**src/rtl/xadac_axi_wr_arb.sv**
```systemverilog
// xadac_axi_wr_arb
// Lets NumReq xadac store-type units share one single-beat AXI write port.
//   AW : round-robin arbitration into a registered output slot. Each grant
//        pushes the winner index into a small order FIFO.
//   W  : only the requester at the FIFO head may send a beat. W therefore
//        follows AW grant order and never gets ahead of its own AW.
//   B  : combinational routing back to the requester whose index sits in
//        the upper master ID bits. An out-of-range index is sunk, and the
//        sticky err_b_sel flag is set.
// Ports
//   clk, rstn              clock, asynchronous active-low reset
//   s_aw_* / s_w_* / s_b_* per-requester slave channels (packed, requester i
//                          occupies field i)
//   m_aw_* / m_w_* / m_b_* shared master channels, m_aw_id = {sel, id}
//   err_b_sel              sticky: B seen with sel >= NumReq
module xadac_axi_wr_arb #(
  parameter int unsigned NumReq     = 2,
  parameter int unsigned IdWidth    = 4,
  parameter int unsigned AddrWidth  = 32,
  parameter int unsigned DataWidth  = 256,
  parameter int unsigned OrderDepth = 4,
  parameter int unsigned SelWidth   = $clog2(NumReq)
) (
  input  logic                              clk,
  input  logic                              rstn,
  input  logic [NumReq*IdWidth-1:0]         s_aw_id,
  input  logic [NumReq*AddrWidth-1:0]       s_aw_addr,
  input  logic [NumReq-1:0]                 s_aw_valid,
  output logic [NumReq-1:0]                 s_aw_ready,
  input  logic [NumReq*DataWidth-1:0]       s_w_data,
  input  logic [NumReq*DataWidth/8-1:0]     s_w_strb,
  input  logic [NumReq-1:0]                 s_w_valid,
  output logic [NumReq-1:0]                 s_w_ready,
  output logic [NumReq*IdWidth-1:0]         s_b_id,
  output logic [NumReq-1:0]                 s_b_valid,
  input  logic [NumReq-1:0]                 s_b_ready,
  output logic [IdWidth+SelWidth-1:0]       m_aw_id,
  output logic [AddrWidth-1:0]              m_aw_addr,
  output logic                              m_aw_valid,
  input  logic                              m_aw_ready,
  output logic [DataWidth-1:0]              m_w_data,
  output logic [DataWidth/8-1:0]            m_w_strb,
  output logic                              m_w_valid,
  input  logic                              m_w_ready,
  input  logic [IdWidth+SelWidth-1:0]       m_b_id,
  input  logic                              m_b_valid,
  output logic                              m_b_ready,
  output logic                              err_b_sel
);

  localparam int unsigned StrbW = DataWidth / 8;
  localparam int unsigned PtrW  = $clog2(OrderDepth);
  localparam int unsigned CntW  = PtrW + 1;
  localparam int unsigned MIdW  = IdWidth + SelWidth;

  // registers
  logic [SelWidth-1:0]  r_ptr;
  logic [SelWidth-1:0]  r_fifo [OrderDepth];
  logic [PtrW-1:0]      r_rd;
  logic [PtrW-1:0]      r_wr;
  logic [CntW-1:0]      r_cnt;
  logic [MIdW-1:0]      r_aw_id;
  logic [AddrWidth-1:0] r_aw_addr;
  logic                 r_aw_valid;
  logic [DataWidth-1:0] r_w_data;
  logic [StrbW-1:0]     r_w_strb;
  logic                 r_w_valid;
  logic                 r_err;

  // wires
  logic                 w_aw_any;
  logic [SelWidth-1:0]  w_win;
  logic [IdWidth-1:0]   w_win_id;
  logic [AddrWidth-1:0] w_win_addr;
  logic                 w_aw_free;
  logic                 w_full;
  logic                 w_grant;
  logic [SelWidth-1:0]  w_head;
  logic                 w_w_free;
  logic                 w_w_ok;
  logic                 w_w_hs;
  logic [DataWidth-1:0] w_head_data;
  logic [StrbW-1:0]     w_head_strb;
  logic [SelWidth-1:0]  w_b_sel;
  logic                 w_b_sel_ok;

  assign m_aw_id    = r_aw_id;
  assign m_aw_addr  = r_aw_addr;
  assign m_aw_valid = r_aw_valid;
  assign m_w_data   = r_w_data;
  assign m_w_strb   = r_w_strb;
  assign m_w_valid  = r_w_valid;
  assign err_b_sel  = r_err;

  // ---------------------------------------------------------------- AW
  // Scan from r_ptr upward. Each candidate index wraps at NumReq, which
  // need not be a power of two.
  always_comb begin
    logic [SelWidth:0] v_idx;
    w_aw_any   = 1'b0;
    w_win      = '0;
    w_win_id   = '0;
    w_win_addr = '0;
    v_idx      = '0;
    for (int unsigned k = 0; k < NumReq; k++) begin
      v_idx = {1'b0, r_ptr} + (SelWidth+1)'(k);
      if (v_idx >= (SelWidth+1)'(NumReq)) v_idx = v_idx - (SelWidth+1)'(NumReq);
      if (!w_aw_any && s_aw_valid[v_idx[SelWidth-1:0]]) begin
        w_aw_any = 1'b1;
        w_win    = v_idx[SelWidth-1:0];
      end
    end
    for (int unsigned i = 0; i < NumReq; i++) begin
      if (SelWidth'(i) == w_win) begin
        w_win_id   = s_aw_id[i*IdWidth +: IdWidth];
        w_win_addr = s_aw_addr[i*AddrWidth +: AddrWidth];
      end
    end
  end

  assign w_aw_free = !r_aw_valid || m_aw_ready;
  // Only the registered count is used here. A pop in this same cycle does
  // not open room for a grant.
  assign w_full    = (r_cnt == CntW'(OrderDepth));
  assign w_grant   = w_aw_free && !w_full && w_aw_any;

  always_comb begin
    s_aw_ready = '0;
    if (w_grant) s_aw_ready[w_win] = 1'b1;
  end

  // ----------------------------------------------------------------- W
  assign w_head   = r_fifo[r_rd];
  assign w_w_free = !r_w_valid || m_w_ready;
  assign w_w_ok   = w_w_free && (r_cnt != '0);
  assign w_w_hs   = w_w_ok && s_w_valid[w_head];

  always_comb begin
    s_w_ready   = '0;
    w_head_data = '0;
    w_head_strb = '0;
    if (w_w_ok) s_w_ready[w_head] = 1'b1;
    for (int unsigned i = 0; i < NumReq; i++) begin
      if (SelWidth'(i) == w_head) begin
        w_head_data = s_w_data[i*DataWidth +: DataWidth];
        w_head_strb = s_w_strb[i*StrbW +: StrbW];
      end
    end
  end

  // ----------------------------------------------------------------- B
  assign w_b_sel    = m_b_id[IdWidth +: SelWidth];
  assign w_b_sel_ok = ((SelWidth+1)'(w_b_sel) < (SelWidth+1)'(NumReq));

  always_comb begin
    s_b_valid = '0;
    s_b_id    = '0;
    m_b_ready = 1'b1;
    if (w_b_sel_ok) begin
      for (int unsigned i = 0; i < NumReq; i++) begin
        if (SelWidth'(i) == w_b_sel) begin
          s_b_valid[i]                  = m_b_valid;
          s_b_id[i*IdWidth +: IdWidth]  = m_b_id[IdWidth-1:0];
          m_b_ready                     = s_b_ready[i];
        end
      end
    end
  end

  // ------------------------------------------------------------- state
  always_ff @(posedge clk or negedge rstn) begin
    if (!rstn) begin
      r_ptr      <= '0;
      r_rd       <= '0;
      r_wr       <= '0;
      r_cnt      <= '0;
      r_aw_id    <= '0;
      r_aw_addr  <= '0;
      r_aw_valid <= 1'b0;
      r_w_data   <= '0;
      r_w_strb   <= '0;
      r_w_valid  <= 1'b0;
      r_err      <= 1'b0;
    end else begin
      if (w_grant) begin
        r_aw_valid <= 1'b1;
        r_aw_id    <= {w_win, w_win_id};
        r_aw_addr  <= w_win_addr;
        r_ptr      <= (w_win == SelWidth'(NumReq-1)) ? '0 : w_win + 1'b1;
        r_wr       <= r_wr + 1'b1;
      end else if (m_aw_ready) begin
        r_aw_valid <= 1'b0;
      end

      if (w_w_hs) begin
        r_w_valid <= 1'b1;
        r_w_data  <= w_head_data;
        r_w_strb  <= w_head_strb;
        r_rd      <= r_rd + 1'b1;
      end else if (m_w_ready) begin
        r_w_valid <= 1'b0;
      end

      case ({w_grant, w_w_hs})
        2'b10:   r_cnt <= r_cnt + 1'b1;
        2'b01:   r_cnt <= r_cnt - 1'b1;
        default: r_cnt <= r_cnt;
      endcase

      if (m_b_valid && !w_b_sel_ok) r_err <= 1'b1;
    end
  end

  // FIFO storage carries no reset; entries are only read below r_cnt.
  always_ff @(posedge clk) begin
    if (w_grant) r_fifo[r_wr] <= w_win;
  end

endmodule

```
**config.mk**
```make
export PLATFORM = sky130hd
export DESIGN_NAME = xadac_axi_wr_arb
export DESIGN_NICKNAME = d
export VERILOG_FILES = /design/src/rtl/xadac_axi_wr_arb.sv
export SDC_FILE = /design/constraint.sdc
export NUM_CORES = 1
export LEC_CHECK = 0
export ABC_AREA = 1
export CAP_MARGIN = 5
export CORE_AREA = 2 2 396 398
export DETAILED_ROUTE_END_ITERATION = 10
export DIE_AREA = 0 0 398 400
export MAX_ROUTING_LAYER = met4
export PLACE_DENSITY = 0.37
export RECOVER_POWER = 100
export SLEW_MARGIN = 20
export SYNTH_ARGS = -nofsm -noshare
export SYNTH_HDL_FRONTEND = slang
export SYNTH_SLANG_ARGS = --single-unit
```
**constraint.sdc**
```tcl
create_clock -name clk -period 2.8 [get_ports clk]
set_input_delay 0.56 -clock clk [delete_from_list [all_inputs] [get_ports clk]]
set_output_delay 0.56 -clock clk [all_outputs]
set_load 0.02 [all_outputs]
```
==> run metrics <==
Yosys reg bits 339; syn_nets 3155; DIE HEIGHT 400 um; IO buf count 1005; Yosys cell types 23; Req. time, crit path 2240 ps; Total Routing Usage GR 0.1285; TritonCTS Buffers 49; worst-margin pin slew 2019 ps; Critical Path Sink m_b_ready; leakage power figure 15.44 nW; die footprint 159200 um^2; critical path class primary input to output port; Synth Cell Area 17340 um^2; Critical Path Fanout Max 3; 1st-iter DRT viols 910; largest net degree at the start of global routing 112; DR DRC count 0; ys async rst share 0.9882; Routability Congestion 0.8470; Worst Hold Class flop to flop; Fmax achieved 378.3 MHz; cell with the most instances after synthesis nand2_1; dpl ws 169.4 ps; Pins Over Slew Limit 54; Vias 19.56k; minimum clock period 2643 ps; Primary FF master, synth dfrtp_1; MaxCap Viol Count 1; reg2reg path depth 12; cell area power density 1150 nW/um^2; first-pass GRT wire length 144400 um; antenna violations before repair 25; Max rail drop VDD 0.8812 mV; failing checks max-capacitance violations, max-slew violations; io pins 1007; fillcell total 17.50k; drt pass-1 iters 5; Post-Route Setup TNS 0 ps; status complete, but fails checks; Synth top area share 0.4834; clk root buf clkbuf_16; std cell rows 145; R2R Setup Slk 390 ps; Overflow after GRT 0; end of the worst register-to-register path m_w_data[50]; commonest cells in the synthesized netlist 1573 x nand2_1, 335 x dfrtp_1, 330 x nand3_1; CTS clk-pin slew, worst paths 50 ps; CTS H-tree depth 2; TritonCTS clock tree built; Die X 398 um; crit path DAT 2080 ps; core area 155100 um^2; layout cells sized above 1 0.04618; CP startpoint m_b_id[4]; Post-synth EDFFs 4; ranking of synthesized cells by area dfrtp_1 48%, nand2_1 34%, nand3_1 9.5%; vias in the first global route 19.86k; register area share after synthesis 0.4903; total setup buffers inserted after CTS 0; CTS Hold Bufs 1; area delta synth->final 81.98%; Nets 4120; period utilization 0.9440; Post-CTS Resized 0; initial core utilization 0.1118; reg2reg start r_rd[0]; clk buf depth 3; Final Skew 16.03 ps; Worst Slack Setup Final 156.8 ps; final wirelength 104600 um; Skew-Pair Late Insertion Delay 620 ps; Final Hold Viols 0; area leader, netlist dfrtp_1; Sink Count 339; Worst setup EP type output port; post-DR wirelength/cell 18.81 um; startpoint types primary input; Ys Warns 0; Rel. slew slack -0.3463; Post-DP HPWL 79940 um; Setup violations, final 0; unrepaired setup endpoints after global routing no; via/cell ratio 3.518; post-route ant nets 0; Syn Inst Count 2485; Syn Area/Cell 6.979 um^2
-- critical path, cell delays in order --
cell	delay, ps
clkdlybuf4s50_1	510
mux2_2	340
dlygate4sd3_1	670
-- power by group --
group / switching (mW) / internal [mW] / total (mW)
Combinational: 13.9 / 7.56 / 21.4
Clock: 2.61 / 3.75 / 6.36
Sequential: 1.24 / 7.26 / 8.50
Total: 17.7 / 18.6 / 36.3
-- kinds of logic after synthesis --
| logic type | synth area share |
|---|---|
| adder cells (fa/ha/maj) | 0.004762 |
| multiplexers | 0.0006493 |
| flip-flops | 0.4903 |
| AO/OA/AOI/OAI | 0.002741 |
| buffers and inverters | 0.05895 |
| XOR/XNOR | 0.002021 |
| AND/OR/NAND/NOR | 0.4403 |
| other | 0.0002162 |
-- flip-flops by register name, summed over array words and instances, names as in the netlist, 2 cells and up --
register   count
m_aw_addr     32
m_w_strb      32
r_cnt          3
m_aw_id        5
r_rd           2
r_wr           2
r_fifo         4
m_w_data     256
-- stage by stage --
stage	hold WS (ps)	instances	utilization	power [mW]	cell area, um^2
2_1_floorplan	264.4	2485	-	20.40	17340
3_3_place_gp	470.9	5456	0.1935	31.79	30010
3_5_place_dp	472.7	5456	0.1935	31.71	30010
4_1_cts	409.8	5544	0.2039	38.44	31630
5_1_grt	459.6	5559	0.2034	39.48	31550
6_report	481.1	5561	0.2034	36.30	31560
-- how the worst min path moves through the flow --
stage / start / to / slack (ps) / cells past startpoint
after floorplan: rstn / m_aw_addr[0] / 260 / 0
after global placement: m_aw_id[4] / m_aw_id[4] / 470 / 2
after detailed placement: m_aw_id[4] / m_aw_id[4] / 470 / 2
after CTS: s_aw_addr[54] / m_aw_addr[22] / 410 / 3
after global routing: s_aw_addr[54] / m_aw_addr[22] / 460 / 3
final: m_aw_id[4] / m_aw_id[4] / 480 / 2
-- layout by cell type, fill, tap and decap left out --
cell / netlist / final
clkbuf_1: 27 / 19
buf_2: 121 / 1
xor2_1: 3 / 3
clkbuf_16: 0 / 51
buf_4: 24 / 35
o211ai_1: 1 / 1
a21oi_1: 5 / 5
clkinv_2: 0 / 11
bufinv_16: 0 / 2
mux2_2: 1 / 1
inv_6: 0 / 2
fa_1: 1 / 1
conb_1: 1 / 1
xnor2_1: 1 / 1
inv_1: 29 / 30
dlygate4sd3_1: 0 / 340
nand2_1: 1573 / 1570
nand3_4: 0 / 1
diode_2: 0 / 17
nand3_1: 330 / 330
ha_1: 5 / 5
nand2_4: 0 / 3
nor2_2: 1 / 1
edfxtp_1: 4 / 4
clkinvlp_4: 0 / 5
buf_12: 0 / 23
nand3b_1: 1 / 1
clkbuf_8: 0 / 10
dfrtp_1: 335 / 335
clkdlybuf4s50_1: 0 / 661
clkbuf_2: 0 / 15
nor2_1: 15 / 15
o21ai_0: 3 / 3
-- routing by layer --
metal	up-vias	global-route usage	share of wire
met1	9197	0.1484	0.41
met3	112	0.03486	0.068
li1	9662	-	-
met5	-	-	0
met2	591	0.2152	0.50
met4	0	0.04153	0.026
-- cell type report --
class	count	area [um^2]	share of cell area
timing repair buffer	1088	10870	0.3445
clock buffer	67	1436	0.04552
tap	2058	2575	0.08160
multi-input combinational	1942	7846	0.2486
sequential	339	8503	0.2694
inverter	30	112.6	0.003568
antenna	17	42.54	0.001348
clock inverter	20	170.2	0.005392
(Power assumes the default switching activity.)
